`src/rtl/fwd_pkg.sv`:
```
// fwd_pkg: shared types and helpers for the EX-stage bypass network.
// Tag rd is stored zero-extended to FWD_RD_W, so REG_AW must not exceed it.
package fwd_pkg;

    localparam int FWD_RD_W   = 8;
    localparam int FWD_SEL_RF = 0;

    typedef struct packed {
        logic                valid;
        logic [FWD_RD_W-1:0] rd;
        logic                regwrite;
        logic                memread;
    } fwd_tag_t;

    localparam int TAG_W = $bits(fwd_tag_t);

    function automatic logic tag_match(
        input fwd_tag_t            t,
        input logic [FWD_RD_W-1:0] addr
    );
        return t.valid && t.regwrite && (t.rd != '0) && (t.rd == addr);
    endfunction

endpackage

```
`src/rtl/fwd_sel_mux.sv`:
```
// fwd_sel_mux: youngest-first producer compare and operand mux
// for a single EX source operand.
module fwd_sel_mux
    import fwd_pkg::*;
#(
    parameter int DATA_W = 32,
    parameter int DEPTH  = 2,
    parameter int SEL_W  = 2
) (
    input  logic [DEPTH*TAG_W-1:0]  tags_i,
    input  logic [FWD_RD_W-1:0]     src_addr_i,
    input  logic [DATA_W-1:0]       rf_data_i,
    input  logic [DEPTH*DATA_W-1:0] stage_data_i,
    output logic [DATA_W-1:0]       operand_o,
    output logic [SEL_W-1:0]        sel_o,
    output logic                    hit0_o
);

    // memread is only consumed by the top-level hazard logic
    logic tags_unused;
    assign tags_unused = ^tags_i;

    always_comb begin
        sel_o     = SEL_W'(FWD_SEL_RF);
        operand_o = rf_data_i;
        hit0_o    = 1'b0;
        // walk oldest to youngest so the lowest matching stage wins
        for (int k = DEPTH - 1; k >= 0; k--) begin
            if (tag_match(fwd_tag_t'(tags_i[k*TAG_W +: TAG_W]),
                          src_addr_i)) begin
                sel_o     = SEL_W'(k + 1);
                operand_o = stage_data_i[k*DATA_W +: DATA_W];
            end
        end
        hit0_o = tag_match(fwd_tag_t'(tags_i[TAG_W-1:0]), src_addr_i);
    end

endmodule

```
`src/rtl/fwd_bypass_unit.sv`:
```
// fwd_bypass_unit: EX operand bypass with internal producer tag pipeline
// and load-use bubble insertion. FWD_PERF_EN adds perf counters.
module fwd_bypass_unit
    import fwd_pkg::*;
#(
    parameter  int DATA_W  = 32,
    parameter  int REG_AW  = 5,
    parameter  int NUM_SRC = 2,
    parameter  int DEPTH   = 2,
    localparam int SEL_W   = $clog2(DEPTH + 1)
) (
    input  logic                      clk_i,
    input  logic                      rst_i,
    input  logic                      stall_i,
    input  logic                      flush_i,
    input  logic                      ex_valid_i,
    input  logic [REG_AW-1:0]         ex_rd_i,
    input  logic                      ex_regwrite_i,
    input  logic                      ex_memread_i,
    input  logic [NUM_SRC*REG_AW-1:0] src_addr_i,
    input  logic [NUM_SRC*DATA_W-1:0] src_data_i,
    input  logic [DEPTH*DATA_W-1:0]   stage_data_i,
    output logic [NUM_SRC*DATA_W-1:0] operand_o,
    output logic [NUM_SRC*SEL_W-1:0]  fwd_sel_o,
`ifdef FWD_PERF_EN
    output logic [31:0]               fwd_cnt_o,
    output logic [31:0]               hazard_cnt_o,
`endif
    output logic                      hazard_o
);

    fwd_tag_t [DEPTH-1:0] tag_q;
    fwd_tag_t             tag_in;
    logic [NUM_SRC-1:0]   hit0;
    logic                 bubble;

    always_comb begin
        tag_in          = '0;
        tag_in.valid    = 1'b1;
        tag_in.rd       = FWD_RD_W'(ex_rd_i);
        tag_in.regwrite = ex_regwrite_i;
        tag_in.memread  = ex_memread_i;
    end

    assign hazard_o = ex_valid_i && tag_q[0].memread && (|hit0);
    assign bubble   = hazard_o || flush_i || !ex_valid_i;

    always_ff @(posedge clk_i) begin
        if (rst_i) begin
            tag_q <= '0;
        end else if (!stall_i) begin
            for (int k = DEPTH - 1; k > 0; k--) begin
                tag_q[k] <= tag_q[k-1];
            end
            tag_q[0] <= bubble ? '0 : tag_in;
        end
    end

    for (genvar s = 0; s < NUM_SRC; s++) begin : g_src
        fwd_sel_mux #(
            .DATA_W (DATA_W),
            .DEPTH  (DEPTH),
            .SEL_W  (SEL_W)
        ) u_mux (
            .tags_i       (tag_q),
            .src_addr_i   (FWD_RD_W'(src_addr_i[s*REG_AW +: REG_AW])),
            .rf_data_i    (src_data_i[s*DATA_W +: DATA_W]),
            .stage_data_i (stage_data_i),
            .operand_o    (operand_o[s*DATA_W +: DATA_W]),
            .sel_o        (fwd_sel_o[s*SEL_W +: SEL_W]),
            .hit0_o       (hit0[s])
        );
    end

`ifdef FWD_PERF_EN
    logic [31:0] fwd_inc;
    logic [32:0] fwd_sum;

    always_comb begin
        fwd_inc = '0;
        for (int s = 0; s < NUM_SRC; s++) begin
            if (fwd_sel_o[s*SEL_W +: SEL_W] != SEL_W'(FWD_SEL_RF))
                fwd_inc = fwd_inc + 32'd1;
        end
    end

    assign fwd_sum = {1'b0, fwd_cnt_o} + {1'b0, fwd_inc};

    // both counters saturate rather than wrap
    always_ff @(posedge clk_i) begin
        if (rst_i) begin
            fwd_cnt_o    <= '0;
            hazard_cnt_o <= '0;
        end else begin
            if (ex_valid_i && !stall_i && !hazard_o)
                fwd_cnt_o <= fwd_sum[32] ? '1 : fwd_sum[31:0];
            if (hazard_o && !stall_i && (hazard_cnt_o != '1))
                hazard_cnt_o <= hazard_cnt_o + 32'd1;
        end
    end
`else
`endif

endmodule

```
`config.mk`:
```
export PLATFORM = sky130hd
export DESIGN_NAME = fwd_bypass_unit
export DESIGN_NICKNAME = d
export VERILOG_FILES = /design/src/rtl/fwd_pkg.sv /design/src/rtl/fwd_sel_mux.sv /design/src/rtl/fwd_bypass_unit.sv
export SDC_FILE = /design/constraint.sdc
export NUM_CORES = 1
export LEC_CHECK = 0
export CORE_AREA = 2 2 90 92
export CTS_CLUSTER_DIAMETER = 50
export DETAILED_ROUTE_END_ITERATION = 12
export DIE_AREA = 0 0 92 94
export PLACE_DENSITY = 0.79
export REMOVE_ABC_BUFFERS = 1
export SYNTH_ARGS = -nofsm -noshare
export SYNTH_HDL_FRONTEND = slang
export SYNTH_SLANG_ARGS = --single-unit
export TNS_END_PERCENT = 50
```
`constraint.sdc`:
```
create_clock -name clk_i -period 2.1 [get_ports clk_i]
set_input_delay 0.21 -clock clk_i [delete_from_list [all_inputs] [get_ports clk_i]]
set_output_delay 0.21 -clock clk_i [all_outputs]
set_load 0.01 [all_outputs]
```
Word-level counts from Yosys, hierarchy flattened
Cells that the tools add are included.
W data, S select, Z words.

storage, ports and cells
  register bits after elaboration = 21
  bits of input ports = 150
  output and inout bits = 69
  logic and storage cells = 36

cells by class
  eq/ne operators = 4
  multiplexer cells = 9
  reduce and logical (&&, ||, !) cells = 16

operator list
  cell                 number
  $mux W32             4
  $eq A8 B5 Y1         4
  $reduce_bool A8 Y1   2
  $mux W11             1
  $logic_and A1 B1 Y1  10
  $mux W2              4
  $logic_or A1 B1 Y1   2
  $reduce_or A2 Y1     1
  $logic_not A1 Y1     1

Longest topological paths before layout
  depth in word-level cells = 8
  gate-level depth with buffers = 7
  depth with buffers taken out = 5

Modules after synthesis
From an unflattened synthesis, not the netlist that was laid out.

unflattened totals
  cells, all modules = 345
  area total of the unflattened synthesis = 2562.5 um^2

modules (own cells, without submodules)
  module           times used  cells each  area each (um^2)  seq. area each (um^2)
  fwd_sel_mux      2           140         955.9             0.0
  fwd_bypass_unit  1           65          650.6             320.3

Worst setup path after synthesis
No wires, ideal clock.

  path type = reg-to-output
  from = register tag_q[13] (netlist name)
  to = output port operand_o[34]
  arrival = 1853 ps
  required time = 1890 ps
  path slack = 37 ps
  stages on the path, launching flop included = 8
  buffers on the path = 2
  path through = dfxtp_1 or4_1 o211ai_2 or4_1 buf_4 buf_6 mux2i_1 o21ai_0

between the ends
  word-level cells in the longest chain between the ends = 5
  elaborated cells between the ends (all ways) = 6
  classes of those cells = 1 x eq/ne; 2 x mux; 3 x reduce/logical

RTL lines
  item                             line                   text
  start, declared                  fwd_bypass_unit.sv:32  fwd_tag_t [DEPTH-1:0] tag_q;
  start signal, assigned by index  fwd_bypass_unit.sv:53  tag_q[k] <= tag_q[k-1];
  $reduce_bool A8 Y1               fwd_pkg.sv:21          return t.valid && t.regwrite && (t.rd != '0) && (t.rd == addr);
  $logic_and A1 B1 Y1              fwd_pkg.sv:21
  $logic_and A1 B1 Y1 *            fwd_pkg.sv:21
  $mux W32 * (2 in a row)          fwd_sel_mux.sv:29      if (tag_match(fwd_tag_t'(tags_i[k*TAG_W +: TAG_W]),
  end, declared                    fwd_bypass_unit.sv:23  output logic [NUM_SRC*DATA_W-1:0] operand_o,

Mark *: on every way between the ends. The rest lies on a longest branch, timed or not.

Worst setup path after layout
  from = register tag_q[13] (netlist name)
  to = output port operand_o[48]

Same word-level chain as after synthesis.

==> impl_metrics.yaml <==
status:
  status: "finished with violations"
  violations_in_the_final_reports: "negative setup slack"
layout:
  layout.cells.most_common: "sky130_fd_sc_hd__clkdlybuf4s50_1"
  layout-drive-gt1-share_pct: 24.42
  final_nets: 712
  largest-register: "tag_q"
  synthToLayoutAreaGrowth_pct: 111.5
  largest_register_ffs: 15
  ff_latch_area_um2: 305.3
  layout.filler_cells: 657
  layout_common_cells: "sky130_fd_sc_hd__clkdlybuf4s50_1 (146), sky130_fd_sc_hd__nand2_1 (81), sky130_fd_sc_hd__mux2i_1 (67)"
  area_used_by_multi_input_combinational_logic_um2: 1839
  fin_util_pct: 61.88
  fin_cells: 663
  largestRegisters: "tag_q (15)"
  diodes: 0
setup_path:
  critical_path.startpoint_type: "flop"
  crit-reg2reg-capture: "tag_q[0]$_SDFFE_PP0N_"
  critical_path.endpoint_type: "primary output"
  cp_slowest_cell: "sky130_fd_sc_hd__or4_4"
  cp_top_family: "simple AND/OR/NAND/NOR gates"
  crit_arrival_ps: 2260
  regToRegStartpoint: "tag_q[4]$_SDFFE_PP0N_"
  worstRegToRegCells: 6
  critPathBufInv: 3
  critPathMaxStageDelay_ps: 540
  crit_path_max_fanout: 10
  critical_path.cell_chain: "or4_4, o211ai_4, or4_4, buf_12, buf_12, mux2i_1, o21ai_0, buf_2"
  worst-endpoint-required_ps: 1890
  setup.worst_path.class: "flop to primary output"
  ff2ff_setup_slack_ps: 30
clock_network:
  clock-sinks: 15
  clock-root-buffer: "sky130_fd_sc_hd__clkbuf_8"
  cts_buffers: 3
  cts_buffer_depth: 2
  tritoncts_clock_tree: "done"
  clock_latency_ps: 250
  ctsHtreeMaxLevel: 1
  clkTransAtPathRegs_ps: 60
sta:
  report.final.hold_viol_count: 0
  timing.max_slew.rel_slack_pct: 69.75
  final_min_period_over_clock_period_pct: 117.7
  worst_slack_ps: -371.6
  setup_repair_after_global_routing_missed_its_margin: "yes"
  fmax_mhz: 404.6
  maxSlewViolCount: 0
  final-setup-viol-count: 66
  finalClockSkew_ps: 2.927
  worst-slew-pin-transition_ps: 452.3
  timing.final.crit_period_ps: 2472
yosys:
  yosys_most_used_dff: "sky130_fd_sc_hd__dfxtp_1"
  synth-edff-count: 0
  syn_inst: 318
  ys_async_sr_fraction_pct: 0
  netlist-cell-type-count: 27
  postSynthAreaPerCell_um2: 7.000
  syn_area_um2: 2226
  proportion_of_synthesized_chip_area_in_sequential_cells_pct: 13.49
  yosysWarnings: 0
  ys_ff_latch: 15
route:
  avgRoutedWirePerCell_um: 15.95
  initialDrtViolationCount: 91
  drt_drc_violations_left: 0
  vias: 3290
  drt-vias-per-instance: 4.962
  routed_wl_um: 10580
  antenna_left: 0
  detail_route.first_pass.iterations: 8
min_path:
  worst_hold_path.endpoint: "tag_q[4]$_SDFFE_PP0N_"
  worstHoldPathType: "input pin to flop"
  min_path_cells: 3
  hold_path_startpoint: "ex_rd_i[2]"
global_route:
  grt_overflow_total: 0
  antenna_found_initial: 0
  largest_net_degree_at_the_start_of_global_routing: 39
  grt_pass1_wl_um: 15930
  first_global_vias: 3246
  grt.total_usage_pct: 22.76
die:
  floorplan.die_area_um2: 8648
  initial_core_utilization_pct: 29.26
  rows: 32
  floorplan.core_area_um2: 7607
  die_y_um: 94
  die_x_um: 92
  num_io_pins: 219
pwr:
  vdd.ir_drop.worst_uv: 295.8
  total_leakage_power_nw: 2.041
  cellPowerDensity_nw_per_um2: 237.0
place:
  dpl.hpwl_um: 8241
  placement.io_buffers: 218
  globalplace.congestion: 0.8661
  dp_cells: 654
run:
  max_cap_violations: 0
[final cells by class]
class | count | share of cell area [%]
clock buffers | 4 | 0.9569
flip-flops and latches | 15 | 6.486
repair buffers | 264 | 50.61
multi-input cells | 276 | 39.07
well taps | 102 | 2.711
inverters | 2 | 0.1595
[metrics by stage]
stage / setup TNS [ps] / area (um2) / power (mW) / hold WS (ps) / worst slack [ps]
after floorplan: -194630 / 2077 / 0.4454 / 282.4 / -4234
after CTS: -20500 / 4614 / 1.106 / 501.3 / -405.7
final: -19300 / 4707 / 1.116 / 503.9 / -371.6
after global routing: -26630 / 4707 / 1.174 / 529.1 / -493.8
after detailed placement: -47000 / 4777 / 0.9214 / 512.9 / -874.9
after global placement: -45200 / 4777 / 0.9096 / 501.1 / -860.0
[per-layer routing]
metal / global-route usage (%) / routed length, um / part of all wire [%]
met4: 7.338 / 252 / 2.4
met3: 3.130 / 617 / 5.8
met2: 43.81 / 5592 / 53
met5: 0 / 0 / 0
met1: 25.69 / 4114 / 39
[logic make-up (layout without fill, tap and decap cells)]
family                    Yosys count  after routing  share of synthesized area [%]
AOI/OAI and AO/OA                  79             79                          19.45
muxes                              71             71                          31.93
xor gates and xnor gates           20             20                          7.870
DFF                                15             15                          13.49
buffers and inverters              27            270                          7.026
and+or+nand+nor                   106            106                          20.24
[power breakdown]
part / switching (mW) / leakage, nW / internal [mW]
sequential: 0.00559 / 0.124 / 0.291
combinational: 0.208 / 1.90 / 0.374
clock: 0.102 / 0.0228 / 0.135
total: 0.315 / 2.04 / 0.800
[cell usage after synthesis, types with 3 or more instances]
cell type | number | area (um2)
sky130_fd_sc_hd__nand2_1 | 81 | 304.0
sky130_fd_sc_hd__mux2i_1 | 71 | 710.7
sky130_fd_sc_hd__o21ai_0 | 55 | 275.3
sky130_fd_sc_hd__dfxtp_1 | 15 | 300.3
sky130_fd_sc_hd__o21ai_1 | 15 | 75.07
sky130_fd_sc_hd__nor2_1 | 12 | 45.04
sky130_fd_sc_hd__buf_2 | 11 | 55.05
sky130_fd_sc_hd__xnor2_1 | 11 | 96.34
sky130_fd_sc_hd__xor2_1 | 9 | 78.83
sky130_fd_sc_hd__clkbuf_1 | 7 | 26.28
sky130_fd_sc_hd__buf_6 | 4 | 45.04
sky130_fd_sc_hd__buf_4 | 3 | 22.52
sky130_fd_sc_hd__nand3_1 | 3 | 15.01
sky130_fd_sc_hd__or4_1 | 3 | 22.52
[worst max-delay path by stage]
| stage | startpoint | to | slack (ps) | depth (start not counted) |
|---|---|---|---|---|
| 5_1_grt | tag_q[13]$_SDFFE_PP0N_ | operand_o[42] | -490 | 7 |
| 6_report | tag_q[13]$_SDFFE_PP0N_ | operand_o[48] | -370 | 8 |
| 2_1_floorplan | tag_q[5]$_SDFFE_PP0N_ | operand_o[32] | -4230 | 4 |
| 3_5_place_dp | src_addr_i[7] | operand_o[63] | -870 | 8 |
| 4_1_cts | tag_q[13]$_SDFFE_PP0N_ | operand_o[63] | -410 | 7 |
| 3_3_place_gp | src_addr_i[9] | operand_o[63] | -860 | 8 |
[tightest hold or removal path, cell delays in order]
cell and delay, ps:
sky130_fd_sc_hd__clkdlybuf4s50_1 400, sky130_fd_sc_hd__nand2_1 60, sky130_fd_sc_hd__o21ai_1 50
[repair_timing]
action,4_1_cts,5_1_grt
endpoints found under the setup margin,69,70
gates resized for setup,290,56
setup buffers,0,5
pin swaps,3,3
hold buffers,0,0
Power figures use the tool's default switching activity.
==> RTL change (same flow settings) <==
`DEPTH` is set to 2 in 2 places; all go to 1.
--- a/src/rtl/fwd_sel_mux.sv
+++ b/src/rtl/fwd_sel_mux.sv
@@ -5,5 +5,5 @@
 #(
     parameter int DATA_W = 32,
-    parameter int DEPTH  = 2,
+    parameter int DEPTH  = 1,
     parameter int SEL_W  = 2
 ) (
--- a/src/rtl/fwd_bypass_unit.sv
+++ b/src/rtl/fwd_bypass_unit.sv
@@ -7,5 +7,5 @@
     parameter  int REG_AW  = 5,
     parameter  int NUM_SRC = 2,
-    parameter  int DEPTH   = 2,
+    parameter  int DEPTH   = 1,
     localparam int SEL_W   = $clog2(DEPTH + 1)
 ) (
Ports: changed (resized fwd_sel_o and stage_data_i); port bits go from 219 to 185. The function was not compared with the original's and may differ.
==> RTL change against the unedited design <==
- the run still ends with setup timing left
- combinational power increased by 7.4%
- global-route usage decreased by 6.6 points
- area after synthesis decreased by 34%
- cell area decreased by 16%
- sequential cell count decreased by 7
- total power decreased by 12%
- synthesized cell count decreased by 57%
- routed wire length decreased by 32%
- non-clock buffer count decreased by 43
- setup slack improved by 0.038 ns
- largest cell class unchanged
- highest routed layer unchanged
==> RTL change: results (changes against the unedited design) <==
- Outcome: finished with violations (unchanged).
- Failing checks: setup timing (unchanged).
- The number of resized instances in the post-cts repair step is 347 (was 290).
- The distinct cell type count of the synthesized netlist is 30 (was 27).
- The clock transition at the registers of the reported paths came to 0.04 ns (was 0.06 ns).
- The highest net fanout along the worst path is 9 (was 10).
- The register-to-register setup slack is 0.23 ns (was 0.03 ns).
- The detailed-route vias per instance is 4.310 (was 4.962).
- The total met2 wirelength after detailed routing is 4.012 mm (was 5.592 mm).
- Biggest regs: tag_q (8) (was tag_q (15)).
- The number of buffers added for setup after CTS was 9 (was 0).
- The number of detailed-routing iterations run before antenna repair was 4 (was 8).
- The total placed cells including tap cells was 433 (was 654).
- The launch instance of the worst min-delay path is ex_rd_i[0] (was ex_rd_i[2]).
- The detailed route wirelength on metal3 is 478 microns (was 617 microns).
- The clock skew after layout is 0.0001619 ns (was 0.002927 ns).
- The pin count of the biggest net entering global routing is 14 (was 39).
- The later-pin clock latency in the skew report is 0.23 ns (was 0.25 ns).
- The cell leakage power came to 1.651 nW (was 2.041 nW).
- The data arrival at the endpoint of the critical path came to 2.22 ns (was 2.26 ns).
- The total half-perimeter wirelength after legalization and detailed placement is 5.411 mm (was 8.241 mm).
- The wire length reported by the detailed router is 7.192 mm (was 10.58 mm).
- The final weighted congestion in routability-driven placement is 0.8458 (was 0.8661).
- The share of final-layout standard cells stronger than drive strength 1 is 53.43% (was 24.42%).
- The worst setup path startpoint is tag_q[4] (was tag_q[13]).
- The met1 demand-to-capacity share in global routing came to 16.94% (was 25.69%).
- The summed negative setup slack over all endpoints came to -16.01 ns (was -19.30 ns).
- The cell area after placement is 3566 sq um (was 4777 sq um).
- The combined global-route utilization of all metal layers came to 16.18% (was 22.76%).
- The per-instance average area after synthesis came to 10.88 sq um (was 7.000 sq um).
- The met2 routing resource usage after global routing is 33.09% (was 43.81%).
- The sequential fraction of the synthesis area was 10.82% (was 13.49%).
- The count of input and output buffers was 184 (was 218).
- The net count reported at finish came to 470 (was 712).
- The relative slew slack is 71.53% (was 69.75%).
- The final worst-path setup slack came to -0.3332 ns (was -0.3716 ns).
- The initial DRC count is 17 (was 91).
- The number of setup violations in the final report is 66 (unchanged).
- The hold path endpoint is tag_q[2] (was tag_q[4]).
- Commonest cells in the netlist: mux2_2, mux2_4, nand2_1 (was nand2_1, mux2i_1, o21ai_0).
- The clock period minus final worst setup slack is 2.433 ns (was 2.472 ns).
- The number of global-route vias before repair is 2148 (was 3246).
- The maximum cell stage delay along the critical path came to 0.58 ns (was 0.54 ns).
- Synth area leaders: mux2_4, mux2_2, dfxtp_1 (was mux2i_1, nand2_1, dfxtp_1).
- The met3 routing resource usage after global routing was 3.050% (was 3.130%).
- The final cell count without fillers is 452 (was 663).
- The count of cells along the worst register-to-register path is 7 (was 6).
- The worst supply voltage drop on vdd is 342.0 uV (was 295.8 uV).
RTL change: cell type report:
type	count	area share [%]
Timing Repair Buffer	221	58.84
Clock buffer	3	1.040
Tap cell	102	3.215
Multi-Input combinational cell	117	32.62
Inverter	1	0.09455
Sequential cell	8	4.192
RTL change: kinds of logic after synthesis:
family | share of synthesized area (%)
mux | 56.04
simple gates | 9.638
compound gates | 11.16
buf+inv | 6.423
xor+xnor | 5.918
flops | 10.82
RTL change: stage by stage:
stage               util (%)  hold slack (ns)  total power [mW]  setup WS [ns]
finish                 52.19           0.5584            0.9775        -0.3332
global route           52.19           0.5986             1.032        -0.3877
CTS                    52.02           0.5533            0.9709        -0.3275
detailed placement     46.88           0.5679            0.7286        -0.5276
global placement       46.88           0.5601            0.7206        -0.4984
floorplan                  -           0.3027            0.3324        -0.9735
RTL change: where the power goes:
group          internal, mW  leakage, nW  switching (mW)  total [mW]
logic                 0.436         1.56           0.189       0.625
registers             0.160       0.0669         0.00770       0.167
clock network         0.124       0.0216          0.0606       0.185
